[src/rtl/aes_mixcol_engine.sv]
// Iterative AES MixColumns / InvMixColumns engine over a 128-bit state.
// Transforms COLS_PER_CYCLE columns per clock, in place, with valid/ready on both sides.
module aes_mixcol_engine #(
    parameter int COLS_PER_CYCLE = 1
) (
    input  logic         clk_i,
    input  logic         reset_i,
    input  logic         valid_i,
    output logic         ready_o,
    input  logic         inv_i,
    input  logic [127:0] data_i,
    output logic         valid_o,
    input  logic         ready_i,
    output logic [127:0] data_o,
    output logic         busy_o
);
    localparam int NUM_STEPS = 4 / COLS_PER_CYCLE;

    if (COLS_PER_CYCLE != 1 && COLS_PER_CYCLE != 2 && COLS_PER_CYCLE != 4) begin : g_bad_cols
        $error("aes_mixcol_engine: COLS_PER_CYCLE must be 1, 2 or 4");
    end

    typedef enum logic [1:0] {
        S_IDLE,
        S_BUSY,
        S_DONE
    } state_e;

    state_e       state_q, state_d;
    logic [1:0]   cnt_q, cnt_d;
    logic         inv_q, inv_d;
    logic [127:0] data_q, data_d;

    function automatic logic [7:0] x2(input logic [7:0] b);
        return {b[6:0], 1'b0} ^ (b[7] ? 8'h1b : 8'h00);
    endfunction

    function automatic logic [7:0] x3(input logic [7:0] b);
        return x2(b) ^ b;
    endfunction

    function automatic logic [7:0] x9(input logic [7:0] b);
        return x2(x2(x2(b))) ^ b;
    endfunction

    function automatic logic [7:0] x11(input logic [7:0] b);
        return x2(x2(x2(b))) ^ x2(b) ^ b;
    endfunction

    function automatic logic [7:0] x13(input logic [7:0] b);
        return x2(x2(x2(b))) ^ x2(x2(b)) ^ b;
    endfunction

    function automatic logic [7:0] x14(input logic [7:0] b);
        return x2(x2(x2(b))) ^ x2(x2(b)) ^ x2(b);
    endfunction

    function automatic logic [31:0] mix(input logic [31:0] c, input logic inv);
        logic [7:0] a0, a1, a2, a3;
        logic [7:0] b0, b1, b2, b3;
        a0 = c[31:24];
        a1 = c[23:16];
        a2 = c[15:8];
        a3 = c[7:0];
        if (!inv) begin
            b0 = x2(a0) ^ x3(a1) ^ a2 ^ a3;
            b1 = a0 ^ x2(a1) ^ x3(a2) ^ a3;
            b2 = a0 ^ a1 ^ x2(a2) ^ x3(a3);
            b3 = x3(a0) ^ a1 ^ a2 ^ x2(a3);
        end else begin
            b0 = x14(a0) ^ x11(a1) ^ x13(a2) ^ x9(a3);
            b1 = x9(a0) ^ x14(a1) ^ x11(a2) ^ x13(a3);
            b2 = x13(a0) ^ x9(a1) ^ x14(a2) ^ x11(a3);
            b3 = x11(a0) ^ x13(a1) ^ x9(a2) ^ x14(a3);
        end
        return {b0, b1, b2, b3};
    endfunction

    // Only COLS_PER_CYCLE mixers exist; each lane is steered to its column by the counter.
    logic [31:0] cols     [4];
    logic [31:0] ncols    [4];
    logic [1:0]  lane_idx [COLS_PER_CYCLE];
    logic [31:0] lane_out [COLS_PER_CYCLE];

    for (genvar c = 0; c < 4; c++) begin : g_cols
        assign cols[c] = data_q[127-32*c -: 32];
    end

    for (genvar k = 0; k < COLS_PER_CYCLE; k++) begin : g_lanes
        assign lane_idx[k] = 2'(int'(cnt_q) * COLS_PER_CYCLE + k);
        assign lane_out[k] = mix(cols[lane_idx[k]], inv_q);
    end

    always_comb begin
        ncols = cols;
        for (int k = 0; k < COLS_PER_CYCLE; k++) begin
            ncols[lane_idx[k]] = lane_out[k];
        end
    end

    always_comb begin
        state_d = state_q;
        cnt_d   = cnt_q;
        inv_d   = inv_q;
        data_d  = data_q;
        unique case (state_q)
            S_IDLE: begin
                if (valid_i) begin
                    data_d  = data_i;
                    inv_d   = inv_i;
                    cnt_d   = 2'd0;
                    state_d = S_BUSY;
                end
            end
            S_BUSY: begin
                data_d = {ncols[0], ncols[1], ncols[2], ncols[3]};
                cnt_d  = cnt_q + 2'd1;
                if (cnt_q == 2'(NUM_STEPS - 1)) begin
                    state_d = S_DONE;
                end
            end
            S_DONE: begin
                if (ready_i) begin
                    state_d = S_IDLE;
                end
            end
            default: state_d = S_IDLE;
        endcase
    end

    always_ff @(posedge clk_i or posedge reset_i) begin
        if (reset_i) begin
            state_q <= S_IDLE;
            cnt_q   <= 2'd0;
            inv_q   <= 1'b0;
            data_q  <= '0;
        end else begin
            state_q <= state_d;
            cnt_q   <= cnt_d;
            inv_q   <= inv_d;
            data_q  <= data_d;
        end
    end

    assign ready_o = (state_q == S_IDLE);
    assign valid_o = (state_q == S_DONE);
    assign busy_o  = (state_q != S_IDLE);
    assign data_o  = data_q;

endmodule
[config.mk]
export PLATFORM = sky130hd
export DESIGN_NAME = aes_mixcol_engine
export DESIGN_NICKNAME = d
export VERILOG_FILES = /design/src/rtl/aes_mixcol_engine.sv
export SDC_FILE = /design/constraint.sdc
export NUM_CORES = 1
export LEC_CHECK = 0
export BUFFER_PORTS_ARGS = -buffer_cell sky130_fd_sc_hd__buf_2
export CAP_MARGIN = 0
export CELL_PAD_IN_SITES_DETAIL_PLACEMENT = 1
export CELL_PAD_IN_SITES_GLOBAL_PLACEMENT = 1
export CORE_ASPECT_RATIO = 0.7
export CORE_MARGIN = 8
export CORE_UTILIZATION = 41
export DETAILED_ROUTE_END_ITERATION = 16
export HOLD_SLACK_MARGIN = 0.15
export PLACE_DENSITY = 0.86
export SLEW_MARGIN = 20
export SYNTH_ARGS = -nofsm -noshare
export SYNTH_HDL_FRONTEND = slang
export SYNTH_SLANG_ARGS = --single-unit
export TNS_END_PERCENT = 50
[constraint.sdc]
create_clock -name clk_i -period 4.5 [get_ports clk_i]
set_input_delay 0 -clock clk_i [delete_from_list [all_inputs] [get_ports clk_i]]
set_output_delay 0 -clock clk_i [all_outputs]
set_load 0.005 [all_outputs]
=== Word level (Yosys, flattened, before mapping) ===
Index checks and enable logic that the tools add are counted.
W data, S select, Z words.

* Register bits after elaboration: 133
* Latch bits: 0
* Bits in writable memories: 0
* Bits in read-only memories: 0
* Bits of input ports: 133
* Output and inout bits: 131
* Logic and storage cells: 115
* Memories: 0

* Add/sub/neg operators: 1
* $mul: 0
* Div/mod/pow operators: 0
* Order comparisons: 2
* Equal/unequal tests: 6
* Shift-type cells: 0
* Multiplexer cells: 30
* Bitwise gates (word level): 65
* Reductions and logical operators: 7

{| class="wikitable"
|+ Operators by type and width
! operator !! count
|-
| $xor A8 B8 Y8 || 57
|-
| $pmux W128 S2 || 1
|-
| $bwmux W128 || 1
|-
| $mux W128 || 1
|-
| $mux W32 || 3
|-
| $bmux W32 S2 || 1
|-
| $demux W32 S2 || 1
|-
| $mux W5 || 12
|-
| $xor A8 B5 Y8 || 7
|-
| $mux W8 || 4
|-
| $mux W2 || 4
|-
| $pmux W2 S3 || 1
|-
| $eq A2 B2 Y1 const B || 2
|-
| $ne A2 B2 Y1 const B || 2
|-
| $pmux W2 S2 || 1
|-
| $reduce_and A2 Y1 || 2
|-
| $reduce_bool A2 Y1 || 2
|-
| $ge A3 B3 Y1 const B || 1
|-
| $lt A3 B1 Y1 const B || 1
|-
| $not A2 Y3 || 1
|-
| $reduce_and A3 Y1 || 1
|-
| $add A2 B1 Y2 const B || 1
|-
| $eq A2 B1 Y1 const B || 1
|-
| $logic_not A2 Y1 || 1
|-
| 2 further kinds || 2
|}

=== Longest topological paths before layout ===
Gate-level depths: netlist (run 1).

* Depth after elaboration: 18
* Mapped depth: 12
* Gate-level depth less buffers: 8

=== Worst setup path after synthesis (run 1) ===
No wires, ideal clock.

* Path type: flip-flop to flip-flop
* Start: register cnt_q[1]
* End: register data_q[28], in the netlist data_o[28]
* Library setup time: 129 ps
* Arrival time: 2929 ps
* Required time: 4371 ps
* Setup slack: 1443 ps
* Stages on the path, launching flop included: 12
* Path buffers: 3
* Period minus slack after synthesis: 3057 ps
* Cells stage by stage: dfrtp_1 -> buf_6 -> buf_6 -> mux4_2 -> buf_6 -> xnor2_1 -> xnor3_1 -> xnor3_1 -> xnor2_1 -> nand2_2 -> xnor2_2 -> o21ai_1

* Word-level cells in the longest chain between the ends: 16
* Elaborated cells between the ends (all ways): 49
* Classes of those cells: order compare (2); mux (19); bitwise (27); reduce/logical (1)

{| class="wikitable"
|+ Ends and longest elaborated chain
! item !! RTL line !! text
|-
| start: declaration || 30 || <nowiki>logic [1:0] cnt_q, cnt_d;</nowiki>
|-
| start signal: assignment || 139 || <nowiki>cnt_q <= cnt_d;</nowiki>
|-
| $not A2 Y3 (implied by the code) (*) || 91, 97 ||
|-
| $bmux W32 S2 || 91 || <nowiki>assign lane_out[k] = mix(cols[lane_idx[k]], inv_q);</nowiki>
|-
| $mux W32 (implied by the code) (2 in a row) || 91 ||
|-
| $xor A8 B5 Y8 || 35 || <nowiki>return {b[6:0], 1'b0} ^ (b[7] ? 8'h1b : 8'h00);</nowiki>
|-
| $mux W5, or another cell as far along || 35 ||
|-
| $xor A8 B8 Y8, or another cell as far along || 35 ||
|-
| $xor A8 B5 Y8 || 35 ||
|-
| $xor A8 B8 Y8 (on tied branches) (2 in a row) || 55, 47 ||
|-
| $xor A8 B8 Y8 (3 in a row) || 71 || <nowiki>b0 = x14(a0) ^ x11(a1) ^ x13(a2) ^ x9(a3);</nowiki>
|-
| $mux W8 || 65 || <nowiki>if (!inv) begin</nowiki>
|-
| $bwmux W128 (*) || 97 || <nowiki>ncols[lane_idx[k]] = lane_out[k];</nowiki>
|-
| $pmux W128 S2 (*) || 106 || <nowiki>unique case (state_q)</nowiki>
|-
| end signal: assignment || 141 || <nowiki>data_q <= data_d;</nowiki>
|-
| end: declaration || 32 || <nowiki>logic [127:0] data_q, data_d;</nowiki>
|}

Every way passes the cells marked *; elsewhere a longest branch is shown, timed or not. The select of a mux whose other input is x is not followed.
A chain may end at the register's enable or synchronous reset.

=== Final worst setup path (run 1) ===
* Start: register cnt_q[0]
* End: register data_q[35], in the netlist data_o[35]

* Word-level cells in the longest chain between the ends: 16
* Elaborated cells between the ends (all ways): 48
* Classes of those cells: order compare (2); mux (18); bitwise (27); reduce/logical (1)

{| class="wikitable"
|+ Ends and longest elaborated chain
! item !! RTL line !! text
|-
| $not A2 Y3 (implied by the code) (*) || 91, 97 ||
|-
| $bmux W32 S2 || 91 ||
|-
| $mux W32 (implied by the code) (2 in a row) || 91 ||
|-
| $mux W5 / $xor A8 B5 Y8 (equally long branches) || 35 ||
|-
| $xor A8 B5 Y8 / $xor A8 B8 Y8 (equally long branches) || 35 ||
|-
| $xor A8 B8 Y8, or another cell as far along || 35 ||
|-
| $xor A8 B5 Y8 || 35 ||
|-
| $xor A8 B8 Y8 (on tied branches) (2 in a row) || 47, 51 ||
|-
| $xor A8 B8 Y8 (3 in a row) || 74 || <nowiki>b3 = x11(a0) ^ x13(a1) ^ x9(a2) ^ x14(a3);</nowiki>
|-
| $mux W8 || 65 ||
|-
| $bwmux W128 (*) || 97 ||
|-
| $pmux W128 S2 (*) || 106 ||
|}

Marked as above.

==> flow_summary_export.csv, run 1 <==
group,metric,value,unit
route,num_vias,8364,
die,core-area,21500,um2
die,initial_core_util,41.3,%
clock_network,numCtsBuffers,17,
clock_network,cts_resized,0,
sta,final.period_utilization,83.8,%
critical_path,cpMaxStageDelayCell,"dfrtp_2",
clock_network,clk_pin_slew,0.07,ns
flow_run,maxCapViolCount,0,
critical_path,worstReg2RegEnd,"data_o[35]$_DFFE_PP0P_",
critical_path,slowest_delay,0.74,ns
finish,area_delta_synth_final,38.7,%
finish,multi_input_area,5200,um2
yosys,synthFlopType,"dfrtp_1",
critical_path,worstRegToRegCells,9,
critical_path,path_max_fanout,23,
placed_design,dp_hpwl,26.2,mm
critical_path,cp-end-kind,"register",
yosys,synth_xor_area_share,27.8,%
critical_path,critPathBufInv,1,
yosys,syn_area,8860,um2
yosys,synth_fa_ha_area_share,0.565,%
yosys,syn_nets,914,
route,drc,0,
critical_path,path_class,"register to register",
sta,worst_slew_pin_slew,0.980,ns
route,viasPerCell,5.81,
clock_network,cts_tree,"built",
placed_design,gp_congestion,0.987,
finish,nNetsFinal,1280,
sta,finalSetupTns,0,ns
status,outcome,"finished, final reports clean",
yosys,synth_simple_gate_area_share,1.62,%
die,pin_count,264,
yosys,yosys-mux-area-fraction,8.93,%
finish,drive_gt1_share,34.1,%
route,wl,38.4,mm
grt,grt_usage,28.6,%
die,fp.dieH,139,um
clock_network,root_buffer,"clkbuf_16",
yosys,synth_seq_cells,133,
yosys,async_flop_share,100,%
finish,regArea,3330,um2
yosys,synth_compound_area_share,19.2,%
critical_path,cp_top_family,"XOR/XNOR gates",
grt,overflow,0,
route,antenna_left,0,
yosys,synth_top_family_by_area,"XOR/XNOR gates",
critical_path,cp_cell_sequence,"buf_4, mux4_2, xor2_2, xnor3_1, xnor2_1, xnor2_2, xnor2_1, a21oi_1, o21ai_0",
route,wl_per_cell,26.7,um
die,row_count,45,
sta,skew,0.0163,ns
yosys,avgSynthCellArea,11.4,um2
grt,grt_pass1_wl,58.3,mm
sta,hold_violations,0,
critical_path,cp-start-kind,"register",
clock_network,cts_sinks,133,
placed_design,io_buffers,263,
sta,max_freq,265,MHz
critical_path,rr_startpoint,"cnt_q[0]$_DFFE_PP0P_",
critical_path,required,4.76,ns
min_path,hp-class,"input pin to asynchronous set/reset pin",
clock_network,clk_latency,0.43,ns
sta,drv_slew,0,
sta,fin_crit,3.77,ns
yosys,ys_seq_area_share,37.6,%
critical_path,cp_data_arrival_time,4.03,ns
clock_network,post_cts_buffers,0,
critical_path,path_common_cell,"xnor2_1",
die,die_area,26600,um2
grt,grt_pass1_vias,9504,
die,die_w,192,um
clock_network,htreeDepth,4,
yosys,synth.distinct_cells,36,
yosys,synth-edff-count,0,
route,first_pass_iters,6,
yosys,syn_inst,777,
grt,antenna_found_initial,2,
finish,nFillCells,2309,
sta,rsz0062_at_grt,"false",
route,dr.first_iter.drc_count,687,
clock_network,cts_buffer_depth,2,
grt,grt_max_degree,80,
sta,setup_violations,0,
yosys,yosys_warnings,0,
sta,relSlewSlack,34.7,%
critical_path,reg2reg_setup_slack,0.73,ns
## registers in the layout, summed over array words and instances, names as in the netlist
register	cells
data_o	128
state_q	2
inv_q	1
cnt_q	2
## how the worst max path moves through the flow
| stage | from | endpoint | slack, ns | cells after the start |
|---|---|---|---|---|
| 2_1_floorplan | reset_i | cnt_q[0]$_DFFE_PP0P_ | 0.95 | 1 |
| 3_3_place_gp | cnt_q[0]$_DFFE_PP0P_ | data_o[118]$_DFFE_PP0P_ | 0.94 | 9 |
| 3_5_place_dp | cnt_q[0]$_DFFE_PP0P_ | data_o[3]$_DFFE_PP0P_ | 0.84 | 9 |
| 4_1_cts | cnt_q[0]$_DFFE_PP0P_ | data_o[3]$_DFFE_PP0P_ | 0.81 | 9 |
| 5_1_grt | cnt_q[0]$_DFFE_PP0P_ | data_o[35]$_DFFE_PP0P_ | 0.59 | 9 |
| 6_report | cnt_q[0]$_DFFE_PP0P_ | data_o[35]$_DFFE_PP0P_ | 0.73 | 9 |
## placed cells by master, fill, tap and decap left out, drive strengths merged, types with 15 or more instances in the layout
| cell type | count |
|---|---|
| inv | 16 |
| o21ai | 132 |
| nor2 | 15 |
| buf | 280 |
| a21oi | 15 |
| a22oi | 128 |
| dlygate4sd3 | 132 |
| xnor2 | 158 |
| dfrtp | 133 |
| mux4 | 32 |
| xor2 | 50 |
| nand2 | 15 |
| clkbuf | 17 |
## synth_stat cells, types with 7 or more instances
cell type / count / area share [%]
xnor2_2: 17 / 3.1
a21oi_1: 14 / 0.79
nor2_1: 15 / 0.64
o21ai_0: 75 / 4.2
dfrtp_1: 133 / 38
xnor2_4: 7 / 2.2
xnor3_1: 10 / 2.5
xnor2_1: 134 / 13
nand2_1: 13 / 0.55
o21ai_1: 57 / 3.2
a22oi_1: 128 / 11
buf_2: 8 / 0.45
mux4_2: 32 / 8.1
xor2_1: 43 / 4.3
clkbuf_1: 41 / 1.7
buf_6: 8 / 1.0
## routing by layer
| layer | track usage (%) | share of wire (%) | vias up |
|---|---|---|---|
| li1 | - | - | 3554 |
| met1 | 36.5 | 41 | 4289 |
| met2 | 46.5 | 48 | 463 |
| met3 | 7.49 | 8.8 | 58 |
| met4 | 9.33 | 1.8 | 0 |
| met5 | 0 | 0 | - |
## final cells by class
type	count	area share [%]
Sequential cell	133	27.1
Inverter	6	0.224
Clock buffer	17	3.46
Multi-Input combinational cell	573	42.3
Clock inverter	15	1.08
Tap cell	282	2.87
Antenna cell	2	0.0407
Timing Repair Buffer	412	22.9
## tightest hold or removal path, stage by stage
cell	delay [ns]
dlygate4sd3_1	0.53
buf_2	0.14
inv_6	0.51
## through the flow
| step | utilization (%) | instances | setup WS, ns | hold WS (ns) | area, um2 |
|---|---|---|---|---|---|
| 2_1_floorplan | - | 777 | 0.946 | 0.108 | 8860 |
| 3_3_place_gp | 48.2 | 1271 | 0.944 | 0.164 | 10300 |
| 3_5_place_dp | 48.3 | 1272 | 0.835 | 0.170 | 10400 |
| 4_1_cts | 57.1 | 1436 | 0.812 | 0.286 | 12300 |
| 5_1_grt | 57.3 | 1440 | 0.592 | 0.312 | 12300 |
| 6_report | 57.3 | 1440 | 0.728 | 0.246 | 12300 |
## timing repair
item / CTS / global route
setup endpoints to repair: 0 / 0
hold endpoints to repair: 211 / 0
hold buffers: 132 / 0
## cells by family after synthesis
logic type	after synthesis
XOR/XNOR	222
adder cells (fa/ha/maj)	4
multiplexers	38
AND/OR/NAND/NOR	34
buffers and inverters	71
flip-flops	133
AO/OA/AOI/OAI	275
Power of run 1 is left out: the tool's default activity adds up to more than one toggle a clock period on the data nets, which glitch-free logic cannot reach.
==> run 2, diff against run 1 <==
CORE_UTILIZATION = 37   (was 41)
PLACE_DENSITY = 0.82   (was 0.86)
clock period = 3.1 ns   (was 4.5 ns; I/O delays follow)
==> run 2 against run 1 <==
Compared with the run above: the run now ends with negative setup slack left; count of clock-buffer cells in the layout increased by 2; cell count increased by 11%; non-clock buffer count increased by 124; register-to-register slack got worse by 0.95 ns; worst setup slack got worse by 0.95 ns; via count increased by 12%; largest cell class unchanged; highest routed layer unchanged.
==> flow_summary_export.csv, run 2 (synthesis results as in run 1) <==
group,metric,value,unit
status,outcome,"finished with violations",
status,violations,"negative setup slack",
sta,skew,0.0116,ns
die,initial_core_util,37.6,%
route,first_pass_iters,5,
sta,finalSetupTns,-7.42,ns
placed_design,io_buffers,263,
critical_path,worstRegToRegCells,9,
sta,relSlewSlack,42.9,%
clock_network,clk_pin_slew,0.07,ns
placed_design,gp_congestion,0.980,
clock_network,htreeDepth,4,
critical_path,slowest_delay,0.64,ns
route,num_vias,9375,
route,wl,46.5,mm
die,core-area,23600,um2
critical_path,cp-start-kind,"register",
placed_design,dp.cells,1402,
critical_path,path_max_fanout,15,
grt,grt_pass1_wl,65.2,mm
sta,holdWs,0.238,ns
clock_network,clk_latency,0.44,ns
route,antenna_left,0,
clock_network,cts_sinks,133,
flow_run,maxCapViolCount,0,
clock_network,root_buffer,"clkbuf_16",
sta,rsz0062_at_grt,"true",
sta,max_freq,301,MHz
critical_path,path_class,"register to register",
clock_network,numCtsBuffers,17,
finish,nNetsFinal,1404,
critical_path,cp_data_arrival_time,3.60,ns
route,dr.first_iter.drc_count,765,
finish,final_common_cell,"buf_2",
die,fp.dieH,145,um
die,pin_count,264,
placed_design,place_ws,-0.354,ns
grt,overflow,0,
route,drc,0,
sta,final.period_utilization,107,%
die,die_w,201,um
die,row_count,47,
sta,fin_crit,3.32,ns
clock_network,cts_tree,"built",
grt,antenna_found_initial,2,
critical_path,cp-end-kind,"register",
finish,final_cell_mix,"buf_2 (263), dlygate4sd3_1 (133), dfrtp_1 (131), a22oi_1 (128), buf_4 (112)",
sta,worst_slew_pin_slew,0.856,ns
sta,setup_violations,78,
sta,hold_violations,0,
clock_network,cts_buffer_depth,2,
route,viasPerCell,5.86,
grt,grt_pass1_vias,10200,
critical_path,cp_cell_sequence,"buf_12, mux4_2, xor2_4, xnor3_1, xnor3_2, xnor2_1, nand2_1, o21ai_1, o21ai_0",
critical_path,cpMaxStageDelayCell,"mux4_2",
die,die_area,29200,um2
route,wl_per_cell,29.1,um
min_path,hp-class,"input pin to asynchronous set/reset pin",
critical_path,required,3.38,ns
finish,layout.cells.non_filler,1600,
sta,drv_slew,0,
grt,grt_max_degree,70,
finish,drive_gt1_share,45.6,%
finish,largest_register_ffs,128,
grt,grt_usage,28.9,%
placed_design,dp_hpwl,28.5,mm
sta,fin_ws,-0.221,ns
finish,area_delta_synth_final,59.3,%
-- run 2: cell count changes in the layout (fill, tap and decap cells not counted), moves of 9 or more --
cell	previous run	this run
buf_4	13	112
xnor2_2	17	42
o21ai_0	75	54
buf_6	0	17
o21ai_1	57	66
xnor2_4	7	22
o21ai_2	0	12
buf_12	1	10
xor2_1	43	34
xnor2_1	134	94
-- run 2: worst paths after layout --
check                                               end                   start  slack, ns
worst min register to register   state_q[0]$_DFFE_PP0P_  state_q[1]$_DFFE_PP0P_       0.53
worst max register to register   data_o[68]$_DFFE_PP0P_    cnt_q[1]$_DFFE_PP0P_      -0.22
worst min-delay path            data_o[121]$_DFFE_PP0P_                 reset_i       0.24
worst max-delay path             data_o[68]$_DFFE_PP0P_    cnt_q[1]$_DFFE_PP0P_      -0.22
min in group clk_i               state_q[1]$_DFFE_PP0P_                 ready_i       0.31
max in group asynchronous        data_o[13]$_DFFE_PP0P_                 reset_i       1.95
-- run 2: repair_timing --
item,CTS,global route
setup buffers,10,21
setup endpoints to repair,78,121
resized for setup,48,82
hold endpoints to repair,163,0
hold buffers,133,0
gates cloned,0,0
pin swaps,19,37
-- run 2: cell type report --
cell class                 instances  area, um2
clock buffer                      19        443
tap                              318        398
fill                            2468       9480
timing repair buffer             536       3890
clock inverter                    13        146
antenna                            2       5.00
multi-input combinational        573       5860
sequential                       133       3330
inverter                           6       26.3
-- run 2: metrics by stage --
step | instance area, um2 | utilization [%]
floorplan | 8860 | -
global placement | 11200 | 47.5
detailed placement | 11200 | 47.5
CTS | 13500 | 57.4
global route | 14100 | 59.8
finish | 14100 | 59.8
-- run 2: critical path: cells and delay by family (launching register included) --
| kind | cells | cell delay (ns) |
|---|---|---|
| flip-flops | 1 | 0.41 |
| buffers and inverters | 1 | 0.18 |
| AO/OA/AOI/OAI | 2 | 0.45 |
| XOR/XNOR | 4 | 1.40 |
| multiplexers | 1 | 0.64 |
| AND/OR/NAND/NOR | 1 | 0.07 |
-- run 2: metal layers --
layer | vias to the layer above | track usage, % | wire length (um)
met5 | - | 0 | 0
met4 | 0 | 10.7 | 1780
met1 | 4748 | 36.0 | 18300
met3 | 133 | 7.47 | 4400
met2 | 681 | 47.9 | 22000
li1 | 3813 | - | -
Power of run 2 is left out for the same reason.
